**src/rtl/sd4_pp_gen_pipe.sv**
```systemverilog
// Multi-lane SD4 partial-product generator: a weight-stationary bank feeding a
// 2-stage valid/ready pipeline that also summarises max exponent and live lanes.
module sd4_pp_gen_pipe #(
  parameter int LANES = 4,
  parameter int EXP_W = 4,
  parameter int MAN_W = 3,
  parameter int WEXP_W = 3,
  parameter logic [WEXP_W:0] WZ_MASK = 4'b0111,
  localparam int IMG_W = 1 + EXP_W + MAN_W,
  localparam int WGT_W = WEXP_W + 1,
  localparam int PP_W = MAN_W + 2,
  localparam int OEXP_W = ((EXP_W > WEXP_W) ? EXP_W : WEXP_W) + 1,
  localparam int CNT_W = $clog2(LANES + 1)
) (
  input  logic                      clk,
  input  logic                      rst,
  input  logic                      w_load,
  input  logic [LANES*WGT_W-1:0]    w_in,
  input  logic                      in_valid,
  output logic                      in_ready,
  input  logic [LANES*IMG_W-1:0]    in_image,
  output logic                      out_valid,
  input  logic                      out_ready,
  output logic [LANES*PP_W-1:0]     out_pp,
  output logic [LANES*OEXP_W-1:0]   out_exp,
  output logic [LANES-1:0]          out_zero,
  output logic [OEXP_W-1:0]         out_max_exp,
  output logic [CNT_W-1:0]          out_nz_cnt
);

  // Handshake: a stage advances when it is empty or the stage after it advances.
  // Upstream sees in_ready = s1_adv; a vector moves on valid & ready at the edge.
  logic [LANES*WGT_W-1:0]  w_bank;
  logic                    s1_valid, s2_valid;
  logic                    s1_adv, s2_adv, accept;

  logic [LANES*PP_W-1:0]   s1_pp, s1_pp_d, s2_pp;
  logic [LANES*OEXP_W-1:0] s1_exp, s1_exp_d, s2_exp;
  logic [LANES-1:0]        s1_zero, s1_zero_d, s2_zero;
  logic [OEXP_W-1:0]       s2_max, s2_max_d;
  logic [CNT_W-1:0]        s2_cnt, s2_cnt_d;

  assign s2_adv   = ~s2_valid | out_ready;
  assign s1_adv   = ~s1_valid | s2_adv;
  assign in_ready = s1_adv;
  assign accept   = in_valid & in_ready;

  always_comb begin
    logic [IMG_W-1:0] img;
    logic [WGT_W-1:0] wgt;
    logic             lz;
    s1_pp_d   = '0;
    s1_exp_d  = '0;
    s1_zero_d = '0;
    img       = '0;
    wgt       = '0;
    lz        = 1'b0;
    for (int i = 0; i < LANES; i++) begin
      img = in_image[i*IMG_W +: IMG_W];
      wgt = w_bank[i*WGT_W +: WGT_W];
      // exp and man together are the low IMG_W-1 bits; the image sign is ignored
      lz = (img[IMG_W-2:0] == '0) || ((wgt & WZ_MASK) == WZ_MASK);
      s1_zero_d[i] = lz;
      if (!lz) begin
        s1_pp_d[i*PP_W +: PP_W]      = {img[IMG_W-1] ^ wgt[0], 1'b1, img[MAN_W-1:0]};
        s1_exp_d[i*OEXP_W +: OEXP_W] = OEXP_W'(img[MAN_W +: EXP_W]) + OEXP_W'(wgt[WGT_W-1:1]);
      end
    end
  end

  always_comb begin
    logic [OEXP_W-1:0] lexp;
    s2_max_d = '0;
    s2_cnt_d = '0;
    lexp     = '0;
    for (int i = 0; i < LANES; i++) begin
      if (!s1_zero[i]) begin
        lexp = s1_exp[i*OEXP_W +: OEXP_W];
        if (lexp > s2_max_d) s2_max_d = lexp;
        s2_cnt_d = s2_cnt_d + CNT_W'(1);
      end
    end
  end

  // An image accepted on a load edge still sees the old bank contents.
  always_ff @(posedge clk or posedge rst) begin
    if (rst) begin
      w_bank <= '0;
    end else if (w_load) begin
      w_bank <= w_in;
    end
  end

  always_ff @(posedge clk or posedge rst) begin
    if (rst) begin
      s1_valid <= 1'b0;
      s1_pp    <= '0;
      s1_exp   <= '0;
      s1_zero  <= '0;
    end else if (accept) begin
      s1_valid <= 1'b1;
      s1_pp    <= s1_pp_d;
      s1_exp   <= s1_exp_d;
      s1_zero  <= s1_zero_d;
    end else if (s2_adv) begin
      s1_valid <= 1'b0;
    end
  end

  // S2 data only changes when a real vector arrives, so outputs hold through bubbles.
  always_ff @(posedge clk or posedge rst) begin
    if (rst) begin
      s2_valid <= 1'b0;
      s2_pp    <= '0;
      s2_exp   <= '0;
      s2_zero  <= '0;
      s2_max   <= '0;
      s2_cnt   <= '0;
    end else if (s2_adv) begin
      s2_valid <= s1_valid;
      if (s1_valid) begin
        s2_pp   <= s1_pp;
        s2_exp  <= s1_exp;
        s2_zero <= s1_zero;
        s2_max  <= s2_max_d;
        s2_cnt  <= s2_cnt_d;
      end
    end
  end

  assign out_valid   = s2_valid;
  assign out_pp      = s2_pp;
  assign out_exp     = s2_exp;
  assign out_zero    = s2_zero;
  assign out_max_exp = s2_max;
  assign out_nz_cnt  = s2_cnt;

endmodule

```
**config.mk**
```make
export PLATFORM = sky130hd
export DESIGN_NAME = sd4_pp_gen_pipe
export DESIGN_NICKNAME = d
export VERILOG_FILES = /design/src/rtl/sd4_pp_gen_pipe.sv
export SDC_FILE = /design/constraint.sdc
export NUM_CORES = 1
export LEC_CHECK = 0
export ABC_AREA = 1
export BUFFER_PORTS_ARGS = -buffer_cell sky130_fd_sc_hd__buf_2
export CAP_MARGIN = 15
export CORE_AREA = 2 2 102 114
export CTS_BUF_LIST = sky130_fd_sc_hd__clkbuf_4 sky130_fd_sc_hd__clkbuf_8
export CTS_CLUSTER_SIZE = 12
export DETAILED_ROUTE_END_ITERATION = 8
export DIE_AREA = 0 0 104 116
export PLACE_DENSITY = 0.85
export SYNTH_ARGS = -nofsm -noshare
export SYNTH_HDL_FRONTEND = slang
export SYNTH_SLANG_ARGS = --single-unit
```
**constraint.sdc**
```tcl
create_clock -name clk -period 3.35 [get_ports clk]
set_input_delay 0.1675 -clock clk [delete_from_list [all_inputs] [get_ports clk]]
set_output_delay 0.1675 -clock clk [all_outputs]
set_load 0.02 [all_outputs]
```
After elaboration in Yosys (flattened, before gate mapping)
Cells that the tools add are included.
W data, S select, Z words.
Operators by class
  add/sub/neg operators: 7
  $lt $le $gt $ge: 4
  equality and inequality tests: 4
  mux-type cells: 22
  bitwise gates (word level): 9
  reduce and logical (&&, ||, !) cells: 10
Operators by type and width (count)
  $mux W5: 16
  $logic_not A7 Y1: 4
  $add A4 B3 Y5: 4
  $gt A5 B5 Y1: 3
  $eq A3 B3 Y1 const B: 4
  $add A3 B1 Y3 const B: 3
  $mux W3: 3
  $gt A5 B1 Y1 const B: 1
  $logic_or A1 B1 Y1: 4
  $xor A1 B1 Y1: 4
  $mux W1: 3
  $not A1 Y1: 2
  $or A1 B1 Y1: 2
  $reduce_and A2 Y1: 1
  $reduce_bool A2 Y1: 1
  $and A1 B1 Y1: 1
Word-level totals
  bits in registers: 114

Longest topological paths before layout
  depth in word-level cells: 12
  depth in mapped cells: 29
  depth with buffers taken out: 29

Worst setup path before layout
No wires, ideal clock.
  path kind: reg2reg
  start: reg s1_zero[0]
  end: reg s2_max[3] (netlist: out_max_exp[3])
  library setup time: 0.116 ns
  data arrival time: 3.380 ns
  required time: 3.234 ns
  slack: -0.146 ns
  stages on the path, launching flop included: 29
  buffers on the path: 0
  cells stage by stage: dfrtp_1 > inv_1 > nand2_1 > ha_1 > nand2_2 > nor2_4 > nand2_2 > nand3_4 > nand3_2 > nand2_1 > nand2_1 > ha_1 > nand2_1 > inv_2 > nand4_1 > nand3_2 > nand3_2 > inv_1 > nand2_1 > and2_1 > ha_1 > nand2_2 > nor2_2 > a31oi_1 > nand2_2 > o21ai_0 > inv_1 > nand2_1 > nand2_1
On the way
  cells in the longest elaborated chain, start to end: 10
RTL lines
  start, declared: line 39  | logic [LANES-1:0] s1_zero, s1_zero_d, s2_zero;
  start signal, assigned: line 104  | s1_zero <= s1_zero_d;
  $mux W5 *: line 77  | if (!s1_zero[i]) begin
  $gt A5 B5 Y1: line 79  | if (lexp > s2_max_d) s2_max_d = lexp;
  $mux W5: line 79
  $mux W5 *: line 77
  $gt A5 B5 Y1: line 79
  $mux W5: line 79
  $mux W5 *: line 77
  $gt A5 B5 Y1: line 79
  $mux W5: line 79
  $mux W5 *: line 77
  end signal, assigned: line 125  | s2_max <= s2_max_d;
  end, declared: line 40  | logic [OEXP_W-1:0] s2_max, s2_max_d;
Mark *: on every way between the ends. The rest lies on a longest branch, timed or not.
A chain may end at the register's enable or synchronous reset.

Worst setup path after layout
  start: reg s1_zero[0]
  end: reg s2_max[0] (netlist: out_max_exp[0])
The elaborated chain is that of the path after synthesis.

==> run_results.csv <==
group,metric,value,unit
status,status,"complete, but fails checks",
timing,rsz0062_at_grt,"yes",
floorplan,core_area,10800,um^2
final_layout,post-route-util,69.2,%
detailed_routing,drt_first_pass_iters,5,
detailed_routing,ant_nets,0,
worst_setup_path,critPathKind,"reg2reg",
flow_run,maxCapViolCount,0,
timing,tightest_slew,0.815,ns
timing,period_share,120,%
detailed_routing,dr_wl_met2,8120,um
synth,synthesis.area,5520,um^2
worst_setup_path,critical-path-top-delay-family,"simple AND/OR/NAND/NOR gates",
floorplan,die_w,104,um
floorplan,rows,40,
clock_network,cts.sinks,114,
global_routing,grt_pass1_wl,25500,um
timing,post-route-min-period,4.03,ns
timing,relSlewSlack,45.6,%
clock_network,clk_latency,0.44,ns
final_layout,drive_gt1_share,32.2,%
synth,yosysUniqueCellTypes,36,
worst_setup_path,crit_slowest_cell,"dfrtp_1",
timing,hold_viol,0,
timing,finalMaxSlewViolations,0,
detailed_routing,drt-total-wl,16200,um
timing,setup_viol,5,
synth,yosysSeqAreaShare,51.7,%
global_routing,antenna_found_initial,0,
placement,dp_hpwl,9890,um
global_routing,globalRouteOverflowTotal,0,
clock_network,path_clk_slew,0.07,ns
floorplan,ios,107,
detailed_routing,drt_iter0_markers,448,
worst_setup_path,start_kind,"flop",
synth,synth_warnings,0,
timing,setup_ws,-0.682,ns
global_routing,grt_max_degree,66,
timing,finalClockSkew,0.0107,ns
power_and_ir_drop,p_leak,3.88,nW
detailed_routing,route.detailed.drc,0,
clock_network,cts-root-buf,"clkbuf_8",
power_and_ir_drop,vdd_drop_max,0.421,mV
final_layout,syn2layout_area_growth,35.5,%
detailed_routing,route.met3.wl,1070,um
detailed_routing,wirelength_met1,6370,um
detailed_routing,vias,5128,
clock_network,cts_tree,"done",
worst_setup_path,arrival,4.37,ns
placement,place_congestion,0.959,
floorplan,start_util,51.1,%
worst_setup_path,required,3.68,ns
synth,syn_avg_cell_area,9.08,um^2
detailed_routing,avgRoutedWirePerCell,17.2,um
synth,yosys_register_bits,114,
global_routing,grt_pass1_vias,5209,
clock_network,cts_made_buffers,17,
worst_setup_path,end_kind,"flop",
final_layout,n_fill_cell,777,
global_routing,grt_usage,27.2,%
worst_setup_path,cpPeakStageDelay,0.41,ns
final_layout,fin_nets,871,
power_and_ir_drop,power.density,813,nW/um^2
floorplan,die_h,116,um
detailed_routing,viasPerCell,5.43,
worst_hold_path,hold_class,"in2reg",
placement,place_ws,-0.448,ns
power_and_ir_drop,total_power,6.08,mW
floorplan,die_area,12100,um^2
placement,port_buffers,106,
synth,syn_inst,608,
clock_network,clk_path_buf_depth,2,
worst_setup_path,cp_num_buf_inv,5,
timing,fmax,0.248,GHz
clock_network,cts.htree.levels,4,
status,violations,"negative setup slack",
synth,syn_nets,695,
worst_setup_path,cp_max_fo,8,
detailed_routing,routed.top_layer,"met4",
-- layout make-up --
cell class / instances / area (um^2) / area share, %
timing repair buffer: 175 / 1120 / 14.9
clock buffer: 22 / 303 / 4.05
inverter: 89 / 344 / 4.60
tap: 147 / 184 / 2.46
antenna: 1 / 2.50 / 0.0335
clock inverter: 9 / 128 / 1.71
multi-input combinational: 387 / 2550 / 34.1
sequential: 114 / 2850 / 38.1
-- metrics by stage --
step	hold slack [ns]	std cells	TNS, ns	instance area, um^2
5_1_grt	0.0235	943	-3.99	7480
4_1_cts	0.00420	939	-1.93	7370
6_report	0.0267	944	-3.23	7480
3_3_place_gp	0.360	876	-0.566	6460
3_5_place_dp	0.378	876	-2.19	6460
2_1_floorplan	0.284	608	-0.115	5570
-- cells by family (layout without fill, tap and decap cells) --
kind of cell | count (synthesis) | after routing | synth area share (%)
adder cells (fa/ha/maj) | 34 | 34 | 8.25
other | 0 | 1 | 0
buffers and inverters | 107 | 295 | 7.57
XOR/XNOR | 7 | 7 | 1.11
AO/OA/AOI/OAI | 125 | 125 | 12.7
multiplexers | 4 | 4 | 0.816
AND/OR/NAND/NOR | 217 | 217 | 17.9
flip-flops | 114 | 114 | 51.7
-- cell usage after synthesis --
master,number,area [um^2]
nand3_4,2,35.0
a21oi_1,15,75.1
inv_2,4,15.0
clkbuf_1,9,33.8
inv_4,1,6.26
dfrtp_1,114,2850
clkinv_1,1,3.75
nand3_2,3,30.0
o21ai_1,6,30.0
xnor2_1,6,52.6
nand2_1,150,563
nand2_4,1,11.3
buf_4,1,7.51
o31ai_2,3,37.5
nand2_2,7,43.8
a21o_1,4,30.0
o31ai_1,1,7.51
nor2_2,1,6.26
buf_2,8,40.0
o22ai_1,16,100
mux2_2,4,45.0
nor2_1,11,41.3
a21oi_2,3,26.3
ha_1,30,375
and2_1,4,25.0
fa_1,4,80.1
inv_1,83,312
o211ai_2,1,12.5
nand3b_1,1,7.51
nor2_4,4,45.0
nand4_1,10,62.6
nand3_1,15,75.1
nor3_1,8,40.0
xor2_1,1,8.76
o21ai_0,75,375
a31oi_1,1,6.26
-- worst reg2reg max path, cell delays in order, from the launching register on --
cell and delay (ns):
dfrtp_1 0.41, inv_4 0.13, nand2_4 0.07, ha_4 0.28, nand2_4 0.06, nor2_4 0.15, nand2_2 0.09, nand3_4 0.14
nand4_1 0.19, nand2_1 0.13, inv_1 0.05, ha_1 0.27, nand4_1 0.21, nand3_4 0.18, buf_4 0.13, nand3_1 0.11
and2_4 0.17, ha_4 0.26, inv_2 0.04, nor2_4 0.13, nand3b_1 0.15, o211ai_2 0.13, nand2_4 0.12, o21ai_2 0.17
inv_1 0.05, nand2_1 0.07, nand2_1 0.05
-- routing by layer --
layer,track usage [%],vias to the layer above
met1,32.5,2482
li1,-,2330
met3,6.24,63
met2,46.1,253
met4,15.4,0
met5,0,-
-- path summary, 6_finish.rpt --
path,from,slack (ns),depth (start not counted),endpoint
min in group asynchronous,rst,0.44,3,out_pp[16]
max,s1_zero[0],-0.68,26,out_max_exp[0]
max in group asynchronous,rst,2.04,4,s1_pp[3]
min,in_image[9],0.03,3,s1_pp[6]
max reg2reg,s1_zero[0],-0.68,26,out_max_exp[0]
min reg2reg,out_exp[18],0.48,2,out_exp[18]
-- sequential cells by signal, indices dropped and copies added, names as in the netlist --
signal	cells
out_exp	20
out_max_exp	5
out_nz_cnt	3
out_pp	20
out_valid	1
out_zero	4
s1_exp	20
s1_pp	20
s1_valid	1
s1_zero	4
w_bank	16
-- where the power goes --
group	switching (mW)	leakage (nW)	internal [mW]
clock network	0.571	0.213	0.827
registers	0.230	1.41	1.71
logic	1.61	2.26	1.14
total	2.41	3.88	3.67
-- cells in the final DEF, fill, tap and decap left out, types with 13 or more instances in the layout --
| master | instances |
|---|---|
| nand2_1 | 134 |
| dfrtp_1 | 114 |
| buf_2 | 106 |
| inv_1 | 79 |
| o21ai_0 | 74 |
| buf_4 | 42 |
| dlygate4sd3_1 | 27 |
| clkbuf_8 | 22 |
| ha_1 | 19 |
| o22ai_1 | 16 |
| nand2_2 | 14 |
| nand3_1 | 13 |
-- repair_timing --
action / in CTS / in global routing
pin swaps: 23 / 14
hold buffers: 27 / 0
resized for setup: 30 / 17
endpoints found under the setup margin: 5 / 5
buffers inserted: 5 / 4
endpoints found under the hold margin: 89 / 0
(Power assumes the default switching activity.)
